$ cat config.mk
export PLATFORM = sky130hd
export DESIGN_NAME = pipe_skid_stage_flat
export DESIGN_NICKNAME = d
export VERILOG_FILES = /design/src/rtl/pipe_skid_stage_if.sv /design/src/rtl/pipe_skid_stage.sv /design/src/flat_wrapper.sv
export SDC_FILE = /design/constraint.sdc
export NUM_CORES = 1
export LEC_CHECK = 0
export CAP_MARGIN = 20
export CORE_ASPECT_RATIO = 0.7
export CORE_MARGIN = 2
export CORE_UTILIZATION = 45
export CTS_BUF_LIST = sky130_fd_sc_hd__clkbuf_8
export DETAILED_ROUTE_END_ITERATION = 8
export DONT_BUFFER_PORTS = 1
export PLACE_DENSITY = 0.66
export SLEW_MARGIN = 20
export SYNTH_ARGS = -nofsm -noshare
export SYNTH_HDL_FRONTEND = slang
export SYNTH_SLANG_ARGS = --single-unit
$ cat constraint.sdc
create_clock -name clk -period 1.83 [get_ports clk]
set_clock_uncertainty 0.05 [all_clocks]
set_input_delay 0.183 -clock clk [delete_from_list [all_inputs] [get_ports clk]]
set_output_delay 0.183 -clock clk [all_outputs]
set_load 0.02 [all_outputs]
$ cat src/rtl/pipe_skid_stage_if.sv
// Valid/ready handshake bundle for pipe_skid_stage: upstream (in_*) and downstream (out_*) sides.
// The stage uses the slave view; the producer/consumer environment uses the master view.
interface pipe_skid_stage_if #(
  parameter int unsigned WIDTH = 64
);
  logic             in_valid;
  logic             in_ready;
  logic [WIDTH-1:0] in_data;
  logic             out_valid;
  logic             out_ready;
  logic [WIDTH-1:0] out_data;

  modport master (
    output in_valid, in_data, out_ready,
    input  in_ready, out_valid, out_data
  );

  modport slave (
    input  in_valid, in_data, out_ready,
    output in_ready, out_valid, out_data
  );
endinterface

$ cat src/rtl/pipe_skid_stage.sv
// Elastic pipeline stage register with optional skid entry, synchronous flush,
// occupancy report and saturating stall-cycle counter.
module pipe_skid_stage #(
  parameter int unsigned      WIDTH  = 64,
  parameter logic [WIDTH-1:0] BUBBLE = '0,
  parameter bit               SKID   = 1'b1,
  parameter int unsigned      CNT_W  = 16
) (
  input  logic              clk,
  input  logic              RESET,
  input  logic              flush,
  pipe_skid_stage_if.slave  bus,
  output logic [1:0]        occupancy,
  output logic [CNT_W-1:0]  stall_cycles
);

  typedef enum logic [1:0] {
    ST_EMPTY = 2'd0,
    ST_FULL  = 2'd1,
    ST_SKID  = 2'd2
  } state_e;

  state_e             state_q, state_d;
  logic [WIDTH-1:0]   main_q,  main_d;
  logic [WIDTH-1:0]   skid_q,  skid_d;
  logic [CNT_W-1:0]   stall_q, stall_d;

  logic main_v, skid_v, in_ready, in_xfer, out_xfer;

  assign main_v = (state_q != ST_EMPTY);
  assign skid_v = (state_q == ST_SKID);

  // With a skid entry, in_ready decodes from state only, so no path from out_ready.
  assign in_ready = SKID ? ~skid_v : (~main_v | bus.out_ready);
  assign in_xfer  = bus.in_valid & in_ready;
  assign out_xfer = main_v & bus.out_ready;

  assign bus.in_ready  = in_ready;
  assign bus.out_valid = main_v;
  assign bus.out_data  = main_q;
  assign occupancy     = {1'b0, main_v} + {1'b0, skid_v};
  assign stall_cycles  = stall_q;

  always_comb begin
    state_d = state_q;
    main_d  = main_q;
    skid_d  = skid_q;
    stall_d = stall_q;

    if (main_v && !bus.out_ready && (stall_q != '1)) begin
      stall_d = stall_q + CNT_W'(1);
    end

    unique case (state_q)
      ST_EMPTY: begin
        if (in_xfer) begin
          state_d = ST_FULL;
          main_d  = bus.in_data;
        end
      end
      ST_FULL: begin
        if (in_xfer && out_xfer) begin
          main_d = bus.in_data;
        end else if (in_xfer) begin
          // Only reachable with SKID=1; single-entry in_ready implies out_ready when full.
          state_d = ST_SKID;
          skid_d  = bus.in_data;
        end else if (out_xfer) begin
          state_d = ST_EMPTY;
        end
      end
      ST_SKID: begin
        if (out_xfer) begin
          state_d = ST_FULL;
          main_d  = skid_q;
        end
      end
      default: state_d = ST_EMPTY;
    endcase

    if (flush) begin
      state_d = ST_EMPTY;
      main_d  = BUBBLE;
    end
  end

  always_ff @(posedge clk) begin
    if (RESET) begin
      state_q <= ST_EMPTY;
      main_q  <= BUBBLE;
      skid_q  <= BUBBLE;
      stall_q <= '0;
    end else begin
      state_q <= state_d;
      main_q  <= main_d;
      skid_q  <= skid_d;
      stall_q <= stall_d;
    end
  end

endmodule

$ cat src/flat_wrapper.sv
// flat-port wrapper written by rule: the top's interface ports become plain ports
module pipe_skid_stage_flat 
#(
  parameter int unsigned      WIDTH  = 64,
  parameter logic [WIDTH-1:0] BUBBLE = '0,
  parameter bit               SKID   = 1'b1,
  parameter int unsigned      CNT_W  = 16
)
  (clk, RESET, flush, occupancy, stall_cycles, bus_in_valid, bus_in_data, bus_out_ready, bus_in_ready, bus_out_valid, bus_out_data);
  pipe_skid_stage_if #(.WIDTH(WIDTH)) bus_i ();
  input  logic clk;
  input  logic RESET;
  input  logic flush;
  output logic [1:0] occupancy;
  output logic [CNT_W-1:0] stall_cycles;
  input wire logic [$bits(bus_i.in_valid)-1:0] bus_in_valid;
  input wire logic [$bits(bus_i.in_data)-1:0] bus_in_data;
  input wire logic [$bits(bus_i.out_ready)-1:0] bus_out_ready;
  output wire logic [$bits(bus_i.in_ready)-1:0] bus_in_ready;
  output wire logic [$bits(bus_i.out_valid)-1:0] bus_out_valid;
  output wire logic [$bits(bus_i.out_data)-1:0] bus_out_data;
  assign bus_i.in_valid = bus_in_valid;
  assign bus_i.in_data = bus_in_data;
  assign bus_i.out_ready = bus_out_ready;
  assign bus_in_ready = bus_i.in_ready;
  assign bus_out_valid = bus_i.out_valid;
  assign bus_out_data = bus_i.out_data;
  pipe_skid_stage #(.WIDTH(WIDTH), .BUBBLE(BUBBLE), .SKID(SKID), .CNT_W(CNT_W)) u_core (.clk(clk), .RESET(RESET), .flush(flush), .bus(bus_i), .occupancy(occupancy), .stall_cycles(stall_cycles));
endmodule
==> results.py, run 1 <==
metrics = {
    "layout": {
        "n_antenna_cell": 0,
        "syn_to_final_growth_pct": 22.4,
        "regArea_um2": 2930,
        "finalNetCount": 887,
        "fill_cells": 1262,
        "finalInstanceArea_um2": 7780,
        "multi_input_area_um2": 3160,
        "utilization": 0.561,
        "drive_gt1_frac": 0.180,
    },
    "logic_synthesis": {
        "synthTopCellsByArea": "dfxtp_1 46%, nand2_1 15%, a311oi_2 15%",
        "ys_async_sr_fraction": 0,
        "ys_ff_latch": 146,
        "ys.flop_type": "dfxtp_1",
        "synth_top_area_share": 0.460,
        "synth_area_leader_cell": "dfxtp_1",
        "synth-seq-area-share": 0.460,
        "synth_fp_nets": 822,
        "netlist_instances": 751,
        "synth_edf_count": 0,
        "ys_types": 46,
        "synth-warning-count": 0,
        "netlist_area_um2": 6350,
        "synth_common_cells": "260 x nand2_1, 146 x dfxtp_1, 76 x a21oi_1, 71 x nor2_1, 64 x a311oi_2",
        "postSynthAreaPerCell_um2": 8.46,
        "post-synth-top-count-cell": "nand2_1",
    },
    "setup_path": {
        "cp_cell_sequence": "buf_4, and4_1, nand3_4, nor4_1, mux2_2",
        "endpoint": "u_core.stall_cycles[15]$_SDFFE_PP0P_",
        "worst_ep_arrival_time_ns": 1.99,
        "worst_ep_required_time_ns": 2.12,
        "slowest_stage": "mux2_2",
        "end_kind": "register",
        "regToRegSetupSlack_ns": 0.12,
        "r2r-start": "u_core.stall_cycles[0]$_SDFFE_PP0P_",
        "r2r_end": "u_core.stall_cycles[15]$_SDFFE_PP0P_",
        "startpoint": "u_core.stall_cycles[0]$_SDFFE_PP0P_",
        "path_max_fanout": 9,
        "slowest_delay_ns": 0.37,
        "worstSetupStartpointType": "register",
        "crit_type": "reg -> reg",
        "rr_worst_depth": 5,
    },
    "clocking": {
        "cts_tree": "yes",
        "clockBufferDepth": 2,
        "cts.sinks": 146,
        "clkLatencyLatePin_ns": 0.45,
        "clk_pin_slew_worst_paths_ns": 0.08,
        "numCtsBuffers": 17,
        "h-tree-depth": 4,
        "cts-root-buf": "clkbuf_8",
    },
    "route": {
        "drt_iter0_markers": 309,
        "via_per_inst": 5.42,
        "drt-total-wl_um": 16400,
        "drc": 0,
        "dr_total_vias": 5513,
        "final_antenna_net_count": 0,
        "dr.pass1.iters": 5,
        "wl_per_cell_um": 16.1,
    },
    "grt": {
        "grt_pass1_wl_um": 26300,
        "grt.met2_usage": 0.358,
        "antenna_found_initial": 0,
        "grt_max_degree": 82,
        "use_met3": 0.0781,
        "grt_pass1_vias": 5276,
        "grt_use_total": 0.216,
        "grt-ovfl-total": 0,
        "busiest_layer": "met2",
        "grtUsageMet1": 0.273,
    },
    "power_and_ir_drop": {
        "p_switching_w": 0.00171,
        "p_total_w": 0.00650,
        "vdd_drop_max_uv": 520,
        "p_per_area_nw_per_um2": 836,
        "pwr-share-seq": 0.525,
        "leakagePower_nw": 2.75,
        "power_frac_clock": 0.379,
        "p_int_w": 0.00479,
        "comb_power_share": 0.097,
        "switching_share": 0.263,
    },
    "floorplan": {
        "pin_count": 153,
        "rows": 36,
        "dieArea_um2": 15100,
        "start_util": 0.458,
        "dieWidth_um": 146,
        "die_h_um": 103,
        "core_um2": 13900,
    },
    "sta": {
        "rsz0062_at_grt": "no",
        "setup_tns_ns": 0,
        "finalHoldViolations": 0,
        "finalCritPeriodShare": 0.932,
        "worst_pin_slew_ns": 0.487,
        "worst_slack_ns": 0.125,
        "slew_headroom": 0.675,
        "drv_slew": 0,
        "setup_viol": 0,
        "max_freq_mhz": 586,
        "post-route-min-period_ns": 1.71,
    },
    "place": {
        "io_buffers": 0,
        "dpl_cell_area_um2": 6670,
        "gp_congestion": 0.817,
        "dpl.hpwl_um": 10400,
        "dp_slack_ns": 0.131,
    },
    "min_path": {
        "worstHoldPathType": "in -> reg",
    },
    "run_status": {
        "status": "finished, final reports clean",
    },
    "flow_run": {
        "maxCapViolCount": 0,
    },
}
## timing repair
item / CTS / global route
resized for setup: 2 / 8
hold buffers: 67 / 0
pin swaps: 0 / 2
setup endpoints to repair: 1 / 18
endpoints found under the hold margin: 145 / 0
buffers inserted: 0 / 1
## placed cells by master, fill, tap and decap left out, types with 4 or more instances in the layout
cell           count
nor2_1            71
buf_4             29
or3_1              5
o21ai_0            5
a21oi_1           76
buf_12             6
dfxtp_1          144
nand3_1            4
nand2_1          260
inv_1              6
clkbuf_8          19
a311oi_2          64
nand4_1            6
clkinvlp_4         4
dlygate4sd3_1     66
## through the flow
step / hold slack (ns) / cells
4_1_cts: 0.0212 / 1016
5_1_grt: 0.0296 / 1017
2_1_floorplan: 0.269 / 751
3_3_place_gp: 0.211 / 919
6_report: 0.0220 / 1017
3_5_place_dp: 0.212 / 919
## cell type report
cell class                      instances  area share
Clock buffer                           19      0.0336
Clock inverter                         11      0.0150
Inverter                                6     0.00289
Multi-Input combinational cell        540       0.406
Sequential cell                       146       0.376
Tap cell                              190      0.0306
Timing Repair Buffer                  105       0.136
## worst min path at each step
stage                                               end      startpoint  cells after the start  slack [ns]
finish                   u_core.state_q[0]$_SDFFE_PP0P_   bus_out_ready                      3        0.02
CTS                      u_core.state_q[0]$_SDFFE_PP0P_   bus_out_ready                      3        0.02
global placement         u_core.skid_q[14]$_SDFFE_PP0P_           RESET                      1        0.21
detailed placement       u_core.skid_q[14]$_SDFFE_PP0P_           RESET                      1        0.21
floorplan                 u_core.skid_q[0]$_SDFFE_PP0P_  bus_in_data[0]                      2        0.27
global route        u_core.stall_cycles[1]$_SDFFE_PP0P_   bus_out_ready                      3        0.03
## sequential cells by signal, indices dropped and copies added (netlist names)
register,count
u_core.bus.out_data,64
u_core.skid_q,64
u_core.stall_cycles,16
u_core.state_q,2
## power by group through the flow
stage	sequential (W)	combinational, W	clock, W
global placement	0.00348	0.000431	0
CTS	0.00341	0.000623	0.00250
detailed placement	0.00349	0.000452	0
finish	0.00341	0.000629	0.00246
global route	0.00342	0.000691	0.00263
floorplan	0.00347	0.000397	0
## per-layer routing
| layer | wire, um | vias up |
|---|---|---|
| met2 | 7620 | 154 |
| met4 | 115 | 0 |
| li1 | - | 2708 |
| met3 | 1300 | 11 |
| met5 | 0 | - |
| met1 | 7370 | 2640 |
## worst max-delay path, delay by kind of cell, from the launching register on
| kind | cells | cell delay [ns] |
|---|---|---|
| simple gates | 3 | 0.67 |
| buf+inv | 1 | 0.16 |
| flops | 1 | 0.34 |
| mux | 1 | 0.37 |
## cell families after synthesis
logic type	after synthesis	share of synthesized area
buffers and inverters	65	0.0500
adder cells (fa/ha/maj)	2	0.00394
flip-flops	146	0.460
multiplexers	2	0.00354
XOR/XNOR	1	0.00138
AND/OR/NAND/NOR	373	0.243
AO/OA/AOI/OAI	162	0.238
Note: power is estimated with default switching activity, not from simulation.
==> run 2, diff against run 1 <==
--- a/config.mk
+++ b/config.mk
@@ -7,7 +7,7 @@
 export LEC_CHECK = 0
 export CAP_MARGIN = 20
 export CORE_ASPECT_RATIO = 0.7
-export CORE_MARGIN = 2
+export CORE_MARGIN = 3
 export CORE_UTILIZATION = 45
 export CTS_BUF_LIST = sky130_fd_sc_hd__clkbuf_8
 export DETAILED_ROUTE_END_ITERATION = 8
==> run 2 against run 1 <==
Utilization up 1.8 points. Setup slack worse by 0.048 ns. Cell count down 0.49%. Clock-buffer cell count down 1. Total power down 0.99%. Combinational power about the same. Register-to-register slack about the same. Worst hold slack better by 0.039 ns. Flip-flop and latch count unchanged. Design area up 0.40%. Non-clock buffer count down 2. Sequential share of layout area down 0.15 points.
==> results.py, run 2 (synthesized netlist as in run 1, its figures left out) <==
metrics = {
    "layout": {
        "fill_cells": 1213,
        "finalInstanceArea_um2": 7810,
        "syn_to_final_growth_pct": 22.9,
        "final_common_cell": "nand2_1",
        "finalNetCount": 885,
        "n_antenna_cell": 0,
        "most-common-layout-cells": "260 x nand2_1, 144 x dfxtp_1, 76 x a21oi_1, 71 x nor2_1, 66 x dlygate4sd3_1",
        "drive_gt1_frac": 0.181,
    },
    "sta": {
        "finalHoldViolations": 0,
        "rsz0062_at_grt": "no",
        "finalCritPeriodShare": 0.958,
        "whs_ns": 0.0606,
        "setup_viol": 0,
        "worst_pin_slew_ns": 0.530,
        "max_freq_mhz": 570,
        "drv_slew": 0,
        "slew_headroom": 0.646,
        "setup_tns_ns": 0,
        "post-route-min-period_ns": 1.75,
        "worst_slack_ns": 0.0770,
    },
    "setup_path": {
        "slowest_stage": "dfxtp_1",
        "critical_path_buf_inv_count": 2,
        "startpoint": "u_core.state_q[0]$_SDFFE_PP0P_",
        "end_kind": "primary output",
        "cpLargestDelayFamily": "flip-flops",
        "worst_ep_arrival_time_ns": 1.52,
        "r2r-start": "u_core.stall_cycles[1]$_SDFFE_PP0P_",
        "cp_cell_sequence": "buf_4, or2_4, ha_4, inv_2",
        "path_max_fanout": 7,
        "worst_ep_required_time_ns": 1.60,
        "worstSetupStartpointType": "register",
        "slowest_delay_ns": 0.32,
        "crit_type": "reg -> out",
    },
    "clocking": {
        "h-tree-depth": 4,
        "numCtsBuffers": 17,
        "clkLatencyLatePin_ns": 0.43,
        "clk_pin_slew_worst_paths_ns": 0.09,
        "cts.sinks": 146,
        "cts-root-buf": "clkbuf_8",
        "clockBufferDepth": 2,
        "cts_tree": "yes",
    },
    "route": {
        "dr.pass1.iters": 5,
        "wl_per_cell_um": 16.5,
        "drt-total-wl_um": 16700,
        "dr_total_vias": 5551,
        "drt_iter0_markers": 243,
        "via_per_inst": 5.49,
        "drc": 0,
        "final_antenna_net_count": 0,
    },
    "grt": {
        "grt-ovfl-total": 0,
        "antenna_found_initial": 0,
        "grt_use_total": 0.214,
        "grt_max_degree": 82,
        "grt_pass1_vias": 5441,
        "grt_pass1_wl_um": 27300,
    },
    "place": {
        "io_buffers": 0,
        "gp_congestion": 0.809,
        "dpl.hpwl_um": 10300,
        "dp_slack_ns": 0.0349,
        "dpl_cell_area_um2": 6640,
    },
    "floorplan": {
        "pin_count": 153,
        "rows": 35,
        "core_um2": 13500,
        "die_h_um": 105,
        "start_util": 0.471,
        "dieArea_um2": 15600,
        "dieWidth_um": 148,
    },
    "power_and_ir_drop": {
        "p_per_area_nw_per_um2": 824,
        "leakagePower_nw": 2.78,
        "vdd_drop_max_uv": 400,
        "p_total_w": 0.00644,
    },
    "min_path": {
        "worstHoldPathType": "in -> reg",
        "worstHoldStart": "bus_out_ready",
    },
    "flow_run": {
        "maxCapViolCount": 0,
    },
    "run_status": {
        "status": "finished, final reports clean",
    },
}
## run 2: final timing paths
kind / endpoint / slack, ns / cells after the start
setup / recovery: occupancy[0] / 0.08 / 4
hold / removal: u_core.stall_cycles[1]$_SDFFE_PP0P_ / 0.06 / 3
hold reg to reg: u_core.skid_q[20]$_SDFFE_PP0P_ / 0.41 / 2
setup reg to reg: u_core.stall_cycles[3]$_SDFFE_PP0P_ / 0.11 / 7
## run 2: area by class of cell
cell class | count | area [um^2] | area share
multi-input cells | 540 | 3160 | 0.405
flip-flops and latches | 146 | 2930 | 0.375
repair buffers | 103 | 1090 | 0.140
clock buffers | 18 | 248 | 0.0317
well taps | 185 | 231 | 0.0296
clock inverters | 14 | 126 | 0.0162
inverters | 6 | 22.5 | 0.00288
## run 2: tightest hold or removal path, stage by stage
cell,delay (ns)
o21ba_4,0.18
nand3b_1,0.10
a21oi_1,0.06
## run 2: per-stage QoR
stage,std cells,util
2_1_floorplan,751,-
3_3_place_gp,908,0.490
3_5_place_dp,909,0.492
4_1_cts,1010,0.578
5_1_grt,1012,0.579
6_report,1012,0.579
## run 2: power breakdown
group / switching, W / internal [W] / total (W)
Sequential: 0.000143 / 0.00326 / 0.00341
Clock: 0.00128 / 0.00113 / 0.00240
Combinational: 0.000357 / 0.000270 / 0.000627
## run 2: timing repair
action,in CTS,in global routing
hold endpoints to repair,146,0
gates resized for setup,7,2
gates cloned,2,0
pin swaps,1,2
buffers inserted,0,2
hold buffers,67,0
endpoints found under the setup margin,3,9
## run 2: routing by layer
metal  track usage  up-vias  wire (um)
li1              -     2709          -
met1         0.268     2641       7200
met2         0.347      173       7890
met3        0.0774       28       1350
met4        0.0686        0        286
met5             0        -          0
